`config.mk`:
```
export PLATFORM = sky130hd
export DESIGN_NAME = morse_tx_ctrl_flat
export DESIGN_NICKNAME = d
export VERILOG_FILES = /design/src/rtl/morse_pkg.sv /design/src/rtl/morse_tx_ctrl_if.sv /design/src/rtl/morse_rr_arbiter.sv /design/src/rtl/morse_tx_ctrl.sv /design/src/flat_wrapper.sv
export SDC_FILE = /design/constraint.sdc
export NUM_CORES = 1
export LEC_CHECK = 0
export ABC_AREA = 0
export CAP_MARGIN = 10
export CORE_MARGIN = 5
export CORE_UTILIZATION = 55
export CTS_CLUSTER_DIAMETER = 80
export DETAILED_ROUTE_END_ITERATION = 12
export DONT_BUFFER_PORTS = 1
export PLACE_DENSITY = 0.77
export RECOVER_POWER = 50
export SLEW_MARGIN = 20
export SYNTH_ARGS = -nofsm -noshare
export SYNTH_HDL_FRONTEND = slang
export SYNTH_SLANG_ARGS = --single-unit
```
`constraint.sdc`:
```
create_clock -name i_clk -period 1.8 [get_ports i_clk]
set_clock_uncertainty 0.15 [all_clocks]
set_input_delay 0.36 -clock i_clk [delete_from_list [all_inputs] [get_ports i_clk]]
set_output_delay 0.36 -clock i_clk [all_outputs]
set_load 0.05 [all_outputs]
```
`src/rtl/morse_pkg.sv`:
```
// morse_pkg: Morse timing unit multiples and controller state encoding.
package morse_pkg;
  localparam int DOT_UNITS        = 1;
  localparam int DASH_UNITS       = 3;
  localparam int SYM_GAP_UNITS    = 1;
  localparam int CHAR_GAP_UNITS   = 3;
  localparam int WORD_EXTRA_UNITS = 4;
  typedef enum logic [2:0] {IDLE, MARK, SYM_GAP, CHAR_GAP, WORD_GAP} state_e;
endpackage

```
`src/rtl/morse_tx_ctrl_if.sv`:
```
// morse_tx_ctrl_if: per-requester character handshake bundle.
interface morse_tx_ctrl_if #(
  parameter int N_REQ   = 2,
  parameter int MAX_SYM = 6
);
  localparam int LW = $clog2(MAX_SYM + 1);
  logic [N_REQ-1:0]         i_req_valid;
  logic [N_REQ-1:0]         o_req_ready;
  logic [N_REQ*LW-1:0]      i_req_len;
  logic [N_REQ*MAX_SYM-1:0] i_req_code;
  modport master (output i_req_valid, i_req_len, i_req_code, input o_req_ready);
  modport slave  (input i_req_valid, i_req_len, i_req_code, output o_req_ready);
endinterface

```
`src/rtl/morse_rr_arbiter.sv`:
```
// morse_rr_arbiter: round-robin grant starting after the last accepted index.
module morse_rr_arbiter #(
  parameter int N_REQ = 2
) (
  input  logic                     i_clk,
  input  logic                     i_rst,
  input  logic [N_REQ-1:0]         i_valid,
  input  logic                     i_accept,
  output logic [N_REQ-1:0]         o_grant,
  output logic [$clog2(N_REQ)-1:0] o_idx
);
  localparam int IW = $clog2(N_REQ);
  logic [IW-1:0] last_q, last_d;
  logic hit;
  always_comb begin
    o_grant = '0;
    o_idx   = '0;
    hit     = 1'b0;
    for (int i = 1; i <= N_REQ; i++) begin
      if (!hit && i_valid[(int'(last_q) + i) % N_REQ]) begin
        hit = 1'b1;
        o_grant[(int'(last_q) + i) % N_REQ] = 1'b1;
        o_idx = IW'((int'(last_q) + i) % N_REQ);
      end
    end
    last_d = i_accept ? o_idx : last_q;
  end
  // Resetting to the last index makes requester 0 the first candidate.
  always_ff @(posedge i_clk or negedge i_rst)
    if (!i_rst) last_q <= IW'(N_REQ - 1);
    else        last_q <= last_d;
endmodule

```
`src/rtl/morse_tx_ctrl.sv`:
```
// morse_tx_ctrl: arbitrates requesters and keys granted characters onto the
// Morse line with dot/dash/symbol/character/word unit timing.
module morse_tx_ctrl
  import morse_pkg::*;
#(
  parameter int UNIT_CYCLES = 4,
  parameter int MAX_SYM     = 6,
  parameter int N_REQ       = 2
) (
  input  logic                     i_clk,
  input  logic                     i_rst,
  morse_tx_ctrl_if.slave           req,
  output logic                     o_data_morse,
  output logic                     o_busy,
  output logic [$clog2(N_REQ)-1:0] o_grant_id
);
  localparam int LW = $clog2(MAX_SYM + 1);
  localparam int UW = $clog2(4 * UNIT_CYCLES);
  localparam int GW = $clog2(N_REQ);
  localparam logic [UW-1:0] DOT_L  = UW'(DOT_UNITS * UNIT_CYCLES - 1);
  localparam logic [UW-1:0] DASH_L = UW'(DASH_UNITS * UNIT_CYCLES - 1);
  localparam logic [UW-1:0] SGAP_L = UW'(SYM_GAP_UNITS * UNIT_CYCLES - 1);
  localparam logic [UW-1:0] CGAP_L = UW'(CHAR_GAP_UNITS * UNIT_CYCLES - 1);
  localparam logic [UW-1:0] WGAP_L = UW'(WORD_EXTRA_UNITS * UNIT_CYCLES - 1);

  state_e               state_q, state_d;
  logic [UW-1:0]        unit_q, unit_d;
  logic [LW-1:0]        sym_q, sym_d, len_in, len_c;
  logic [MAX_SYM-1:0]   code_q, code_d, code_in;
  logic                 data_q, data_d;
  logic [GW-1:0]        grant_q, grant_d, idx;
  logic [N_REQ-1:0]     gnt;
  logic                 accept;

  morse_rr_arbiter #(.N_REQ(N_REQ)) u_arb (
    .i_clk    (i_clk),
    .i_rst    (i_rst),
    .i_valid  (req.i_req_valid),
    .i_accept (accept),
    .o_grant  (gnt),
    .o_idx    (idx)
  );

  assign req.o_req_ready = (state_q == IDLE) ? gnt : '0;
  assign accept  = (state_q == IDLE) && (|gnt);
  assign len_in  = req.i_req_len[int'(idx) * LW +: LW];
  assign code_in = req.i_req_code[int'(idx) * MAX_SYM +: MAX_SYM];
  assign len_c   = (int'(len_in) > MAX_SYM) ? LW'(MAX_SYM) : len_in;

  // Unit counter is loaded on each state entry and the state exits when it hits zero.
  always_comb begin
    state_d = state_q;
    unit_d  = unit_q;
    sym_d   = sym_q;
    code_d  = code_q;
    grant_d = grant_q;
    if (state_q == IDLE) begin
      if (accept) begin
        grant_d = idx;
        code_d  = code_in;
        sym_d   = len_c;
        state_d = (len_c == '0) ? WORD_GAP : MARK;
        unit_d  = (len_c == '0) ? WGAP_L : (code_in[0] ? DASH_L : DOT_L);
      end
    end else if (unit_q != '0) begin
      unit_d = unit_q - UW'(1);
    end else if (state_q == MARK) begin
      sym_d   = sym_q - LW'(1);
      code_d  = code_q >> 1;
      state_d = (sym_q == LW'(1)) ? CHAR_GAP : SYM_GAP;
      unit_d  = (sym_q == LW'(1)) ? CGAP_L : SGAP_L;
    end else if (state_q == SYM_GAP) begin
      state_d = MARK;
      unit_d  = code_q[0] ? DASH_L : DOT_L;
    end else begin
      state_d = IDLE;
    end
    data_d = (state_d == MARK);
  end

  always_ff @(posedge i_clk or negedge i_rst)
    if (!i_rst) begin
      state_q <= IDLE;
      unit_q  <= '0;
      sym_q   <= '0;
      code_q  <= '0;
      data_q  <= 1'b0;
      grant_q <= '0;
    end else begin
      state_q <= state_d;
      unit_q  <= unit_d;
      sym_q   <= sym_d;
      code_q  <= code_d;
      data_q  <= data_d;
      grant_q <= grant_d;
    end

  assign o_data_morse = data_q;
  assign o_busy       = (state_q != IDLE);
  assign o_grant_id   = grant_q;
endmodule

```
`src/flat_wrapper.sv`:
```
// flat-port wrapper written by rule: the top's interface ports become plain ports
module morse_tx_ctrl_flat import morse_pkg::*;
#(
  parameter int UNIT_CYCLES = 4,
  parameter int MAX_SYM     = 6,
  parameter int N_REQ       = 2
)
  (i_clk, i_rst, o_data_morse, o_busy, o_grant_id, req_i_req_valid, req_i_req_len, req_i_req_code, req_o_req_ready);
  morse_tx_ctrl_if #(.N_REQ(N_REQ), .MAX_SYM(MAX_SYM)) req_i ();
  input  logic i_clk;
  input  logic i_rst;
  output logic o_data_morse;
  output logic o_busy;
  output logic [$clog2(N_REQ)-1:0] o_grant_id;
  input wire logic [$bits(req_i.i_req_valid)-1:0] req_i_req_valid;
  input wire logic [$bits(req_i.i_req_len)-1:0] req_i_req_len;
  input wire logic [$bits(req_i.i_req_code)-1:0] req_i_req_code;
  output wire logic [$bits(req_i.o_req_ready)-1:0] req_o_req_ready;
  assign req_i.i_req_valid = req_i_req_valid;
  assign req_i.i_req_len = req_i_req_len;
  assign req_i.i_req_code = req_i_req_code;
  assign req_o_req_ready = req_i.o_req_ready;
  morse_tx_ctrl #(.UNIT_CYCLES(UNIT_CYCLES), .MAX_SYM(MAX_SYM), .N_REQ(N_REQ)) u_core (.i_clk(i_clk), .i_rst(i_rst), .req(req_i), .o_data_morse(o_data_morse), .o_busy(o_busy), .o_grant_id(o_grant_id));
endmodule
```
==> results.py, run 1 <==
metrics = {
    "global_routing": {
        "antenna_found_initial": 0,
        "grt_max_degree": 20,
        "grt_pass1_wl_um": 4800,
        "grt-ovfl-total": 0,
        "grt_pass1_vias": 1069,
        "grtUsageTotal_pct": 18.5,
    },
    "synth": {
        "ys_async_sr_fraction_pct": 100,
        "synth_top_area_cell": "dfrtp_1",
        "synth_seq_area_share_pct": 38.4,
        "avgSynthCellArea_um2": 9.54,
        "yosysTopAreaCellShare_pct": 36.3,
        "ys_seq_elements": 19,
        "synth_commonest_cells": "dfrtp_1 (18), nand2_1 (18), nor2_1 (12), mux2i_1 (9), o21ai_1 (8)",
        "synth_cells": 130,
        "yosysWarnings": 0,
        "syn_nets": 155,
        "synth_ff_type": "dfrtp_1",
        "syn-cell-area_um2": 1240,
        "synth_edf_count": 0,
        "synth.distinct_cells": 45,
        "synthTopCellsByArea": "dfrtp_1 (36%), mux2i_1 (7.3%), nand2_1 (5.4%)",
    },
    "clock_network": {
        "cts.sinks": 19,
        "clockRootBuffer": "clkbuf_4",
        "clkLatencyLatePin_ps": 290,
        "h-tree-depth": 1,
        "numCtsBuffers": 3,
        "clockBufferDepth": 2,
        "clkTransAtPathRegs_ps": 110,
        "cts_tree": "yes",
    },
    "power_and_ir_drop": {
        "power.share.clock_pct": 8.1,
        "leakage_nw": 0.687,
        "irDropWorstVdd_v": 0.000940,
        "p_sw_mw": 1.18,
        "p_int_mw": 1.46,
        "switching_share_pct": 44.7,
        "pwr-share-comb_pct": 57.7,
        "power.density_nw_per_um2": 1720,
        "power_frac_seq_pct": 34.1,
    },
    "critical_path": {
        "critPathLaunchType": "register",
        "cpLargestDelayFamily": "simple AND/OR/NAND/NOR gates",
        "crit_type": "register to output pin",
        "r2r-start": "u_core.state_q[0]",
        "rr_worst_depth": 6,
        "endpoint_kind": "output pin",
        "worst_ep_arrival_time_ps": 1370,
        "path_buf_inv": 0,
        "crit_path_max_incr_delay_ps": 490,
        "r2r_end": "u_core.sym_q[0]",
        "r2r_slack_ps": 70,
        "worstPathMaxFanout": 6,
        "path_cells": "nor3_4 -> and3_4",
        "cp_slowest_cell": "dfrtp_1",
        "required_ps": 1290,
    },
    "layout": {
        "syn_to_final_growth_pct": 23.4,
        "nNetsFinal": 177,
        "num_antenna_cells": 0,
        "drive_gt1_share_pct": 28.5,
    },
    "die": {
        "die_h_um": 57.5,
        "chipWidth_um": 57.5,
        "io_pins": 27,
        "core_area_um2": 2190,
        "row_count": 17,
        "start_util_pct": 56.6,
        "dieArea_um2": 3300,
    },
    "placed_design": {
        "hpwl_um": 2030,
        "gp_congestion": 0.844,
        "io_buffer_count": 0,
    },
    "status": {
        "status": "finished with violations",
        "violations": "negative setup slack",
    },
    "route": {
        "ant_nets": 0,
        "drc": 0,
        "dr_total_vias": 1122,
        "totalWireLength_um": 3030,
        "wl_per_cell_um": 16.9,
        "drtPass1Iterations": 4,
        "drt-initial-drc-count": 42,
        "drt-vias-per-instance": 6.27,
    },
    "timing": {
        "fin_crit_ps": 1880,
        "hold_viol_final": 0,
        "setup_violations": 2,
        "rsz0062_at_grt": "true",
        "period_share_pct": 104,
        "hold_ws_ps": 78.5,
        "worstMarginPinSlew_ps": 882,
        "slew_viol_final": 0,
        "max_freq_ghz": 0.532,
        "fin_ws_ps": -80.5,
        "tns_ps": -158,
        "timing.slew.headroom_pct": 41.0,
    },
    "flow_run": {
        "drv_cap": 0,
    },
    "worst_hold_path": {
        "worstHoldStart": "req_i_req_valid[0]",
        "holdPathStages": 3,
        "min_to": "u_core.u_arb.last_q",
        "hold_class": "primary input to register",
    },
}
area by class of cell:
cell class / instances / area (um^2)
repair buffers: 21 / 204
fillers: 164 / 661
inverters: 7 / 32.5
flip-flops and latches: 19 / 477
clock buffers: 4 / 26.3
multi-input cells: 100 / 756
well taps: 28 / 35.0
cells by family (layout without fill, tap and decap cells):
kind of cell             after synthesis  count (layout)  share of synthesized area [%]
AND/OR/NAND/NOR                       47              47                           20.6
AO/OA/AOI/OAI                         38              39                           23.0
flip-flops                            19              19                           38.4
buffers and inverters                 12              32                           5.85
multiplexers                          11              11                           9.08
adder cells (fa/ha/maj)                3               3                           3.03
power groups by stage:
stage          Sequential, mW  Clock [mW]  Combinational [mW]
3_3_place_gp            0.880           0                1.16
2_1_floorplan           0.869           0               0.949
5_1_grt                 0.924       0.254                1.68
4_1_cts                 0.893       0.225                1.34
3_5_place_dp            0.895           0                1.20
6_report                0.900       0.214                1.52
state kept, by name, indices dropped and copies added, names as in the netlist:
register	count
u_core.sym_q	3
u_core.o_grant_id	1
u_core.code_q	6
u_core.unit_q	4
u_core.state_q	3
u_core.o_data_morse	1
u_core.u_arb.last_q	1
how the worst max path moves through the flow:
stage                                 start                  to  cells past startpoint
final                     u_core.state_q[1]  req_o_req_ready[0]                      2
after global routing      u_core.state_q[0]  req_o_req_ready[1]                      4
after CTS                 u_core.state_q[0]  req_o_req_ready[0]                      2
after detailed placement   u_core.unit_q[0]     u_core.sym_q[0]                      6
after global placement     u_core.unit_q[0]     u_core.sym_q[0]                      6
after floorplan           u_core.state_q[2]  req_o_req_ready[1]                      4
layout by cell type, fill, tap and decap left out, types with 2 or more instances in the layout:
cell | Yosys | layout
a211oi_1 | 4 | 3
a21o_1 | 5 | 5
a21oi_1 | 2 | 2
a22o_1 | 2 | 2
a31oi_1 | 3 | 3
buf_12 | 0 | 2
buf_4 | 1 | 13
buf_6 | 3 | 5
clkbuf_4 | 0 | 3
dfrtp_1 | 18 | 18
ha_1 | 3 | 2
inv_1 | 6 | 4
mux2i_1 | 9 | 9
nand2_1 | 18 | 18
nor2_1 | 12 | 10
nor3_1 | 3 | 3
o211ai_4 | 1 | 2
o21ai_0 | 2 | 2
o21ai_1 | 8 | 8
o31ai_2 | 1 | 2
worst min-delay path: stages:
cell and delay [ps]:
nand2_1 50, nand2_1 60, o21ai_1 50
what timing repair did:
action                                  in CTS  in global routing
hold endpoints to repair                    19                  0
resized for setup                            3                 15
endpoints found under the setup margin       4                 13
setup buffers                                6                  2
cloned                                       0                  1
hold buffers                                 1                  0
pin swaps                                    2                  8
through the flow:
| step | worst slack [ps] | std cells | util, % | instance area, um^2 | power [mW] |
|---|---|---|---|---|---|
| after floorplan | 27.6 | 130 | - | 1250 | 1.82 |
| after global placement | 54.3 | 165 | 61.2 | 1340 | 2.04 |
| after detailed placement | 3.47 | 165 | 61.2 | 1340 | 2.10 |
| after CTS | -54.5 | 176 | 65.9 | 1440 | 2.46 |
| after global routing | -137 | 179 | 69.8 | 1530 | 2.86 |
| final | -80.5 | 179 | 69.8 | 1530 | 2.64 |
layer usage:
layer	global-route usage, %	part of all wire (%)	up-vias
met1	24.4	44	542
met4	5.30	0.63	0
met3	4.75	6.9	4
met2	29.8	48	54
met5	0	0	-
li1	-	-	522
Power figures use the tool's default switching activity.
==> inputs of run 2 (changes only) <==
Settings changed: CORE_MARGIN 5 to 3.
==> run 2 against run 1 <==
Effect of this change:
- the flow still finishes with violations (negative setup slack)
- register-to-register slack lost 20 ps
- clock-buffer cell count unchanged
- total power decreased by 0.99%
- setup slack better by 33 ps
- critical path type unchanged
- largest power group unchanged
- highest routed layer unchanged
==> results.py, run 2 (synthesis gave the netlist of run 1 again) <==
metrics = {
    "route": {
        "ant_nets": 0,
        "wl_met1_um": 1200,
        "dr_total_vias": 1107,
        "drt-initial-drc-count": 21,
        "met3_length_um": 125,
        "totalWireLength_um": 2810,
        "wl_met2_um": 1430,
        "drtPass1Iterations": 4,
        "highest_layer": "met4",
        "wl_per_cell_um": 15.4,
        "drt-vias-per-instance": 6.05,
        "drc": 0,
    },
    "die": {
        "dieArea_um2": 2860,
        "start_util_pct": 60.7,
        "row_count": 16,
        "core_area_um2": 2040,
        "chipWidth_um": 53.5,
        "io_pins": 27,
        "die_h_um": 53.5,
    },
    "layout": {
        "largest_reg_flops": 6,
        "final-seq-area_um2": 478,
        "mostFrequentLayoutCells": "buf_4 (19), nand2_1 (18), dfrtp_1 (17), nor2_1 (10), mux2i_1 (9)",
        "drive_gt1_share_pct": 30.1,
        "top_regs": "u_core.code_q x6, u_core.unit_q x4",
        "final_core_util_pct": 75.6,
        "fill_cells": 142,
        "mostFrequentLayoutCell": "buf_4",
        "multi_input_area_um2": 758,
        "nNetsFinal": 182,
        "syn_to_final_growth_pct": 24.4,
        "top_register": "u_core.code_q",
        "num_antenna_cells": 0,
    },
    "power_and_ir_drop": {
        "pwr-share-comb_pct": 57.1,
        "p_sw_mw": 1.15,
        "p_int_mw": 1.46,
        "power.density_nw_per_um2": 1690,
        "power_frac_seq_pct": 34.5,
        "leakage_nw": 0.706,
        "irDropWorstVdd_v": 0.00101,
        "switching_share_pct": 44.0,
        "power.share.clock_pct": 8.4,
        "power_mw": 2.61,
    },
    "clock_network": {
        "clockBufferDepth": 2,
        "h-tree-depth": 1,
        "numCtsBuffers": 3,
        "clockRootBuffer": "clkbuf_4",
        "clkLatencyLatePin_ps": 310,
        "cts.sinks": 19,
        "cts_tree": "yes",
        "clkTransAtPathRegs_ps": 110,
    },
    "timing": {
        "timing.slew.headroom_pct": 41.6,
        "setup_violations": 2,
        "tns_ps": -75.4,
        "hold_viol_final": 0,
        "rsz0062_at_grt": "true",
        "fin_ws_ps": -47.0,
        "max_freq_ghz": 0.541,
        "worstMarginPinSlew_ps": 874,
        "slew_viol_final": 0,
        "fin_crit_ps": 1850,
        "period_share_pct": 103,
    },
    "global_routing": {
        "grt_pass1_wl_um": 4430,
        "antenna_found_initial": 0,
        "grt_max_degree": 20,
        "grtUsageTotal_pct": 21.5,
        "grt_pass1_vias": 1057,
        "grt-ovfl-total": 0,
    },
    "status": {
        "status": "finished with violations",
        "violations": "negative setup slack",
    },
    "critical_path": {
        "r2r-start": "u_core.unit_q[1]",
        "cpLargestDelayFamily": "simple AND/OR/NAND/NOR gates",
        "r2r_slack_ps": 50,
        "crit_start": "u_core.state_q[0]",
        "worstPathMaxFanout": 3,
        "crit_path_max_incr_delay_ps": 420,
        "worst_ep_arrival_time_ps": 1340,
        "crit_type": "register to output pin",
        "path_buf_inv": 0,
        "endpoint_kind": "output pin",
        "critPathLaunchType": "register",
        "cp_slowest_cell": "dfrtp_1",
        "path_cells": "nor3_4 -> and3_4",
        "required_ps": 1290,
    },
    "worst_hold_path": {
        "hold_class": "primary input to register",
        "worstHoldStart": "req_i_req_valid[0]",
    },
    "placed_design": {
        "hpwl_um": 1930,
        "gp_congestion": 0.888,
        "io_buffer_count": 0,
    },
    "flow_run": {
        "drv_cap": 0,
    },
}
[run 2: cell types whose count changed in the layout (fill, tap and decap cells not counted), sizes merged]
cell / change
buf: +4
inv: +1
clkinvlp: -1
o211ai: +1
[run 2: final timing paths]
| kind | end | cells past startpoint |
|---|---|---|
| max in group asynchronous | u_core.state_q[1] | 1 |
| setup reg to reg | u_core.sym_q[2] | 8 |
| hold / removal | u_core.u_arb.last_q | 3 |
| min in group asynchronous | u_core.o_grant_id | 1 |
| hold reg to reg | u_core.code_q[4] | 1 |
| setup / recovery | req_o_req_ready[0] | 2 |
[run 2: worst min-delay path, stage by stage]
cell and delay [ps]:
nand2_1 30, nand2_1 50, o21ai_1 60
[run 2: metal layers]
layer,track usage (%),vias up
met2,38.8,27
met1,24.0,537
li1,-,538
met5,0,-
met4,10.2,0
met3,3.66,5
[run 2: per-stage QoR]
step | cells | area [um^2] | worst slack (ps) | hold WS (ps)
final | 183 | 1540 | -47.0 | 34.3
after global routing | 183 | 1540 | -91.0 | 52.9
after CTS | 173 | 1420 | -60.7 | 31.5
after detailed placement | 163 | 1330 | -18.2 | -85.0
after global placement | 163 | 1330 | 51.4 | -85.2
after floorplan | 130 | 1250 | 27.6 | -85.6
[run 2: power by group through the flow]
stage                     sequential [mW]  clock (mW)  combinational (mW)
after floorplan                     0.869           0               0.949
after global placement              0.879           0                1.14
after detailed placement            0.892           0                1.19
after CTS                           0.893       0.219                1.29
after global routing                0.923       0.238                1.66
final                               0.901       0.218                1.49
[run 2: final cells by class]
cell class / instances / area share (%)
clock buffers: 4 / 1.70
inverters: 7 / 1.87
multi-input cells: 101 / 49.1
flip-flops and latches: 19 / 31.0
well taps: 27 / 2.19
repair buffers: 25 / 14.1
[run 2: timing repair]
item / in CTS / in global routing
hold buffers: 1 / 0
cloned: 1 / 1
buffers inserted: 4 / 11
endpoints found under the hold margin: 19 / 0
setup endpoints to repair: 4 / 13
pin swaps: 3 / 5
gates resized for setup: 4 / 10
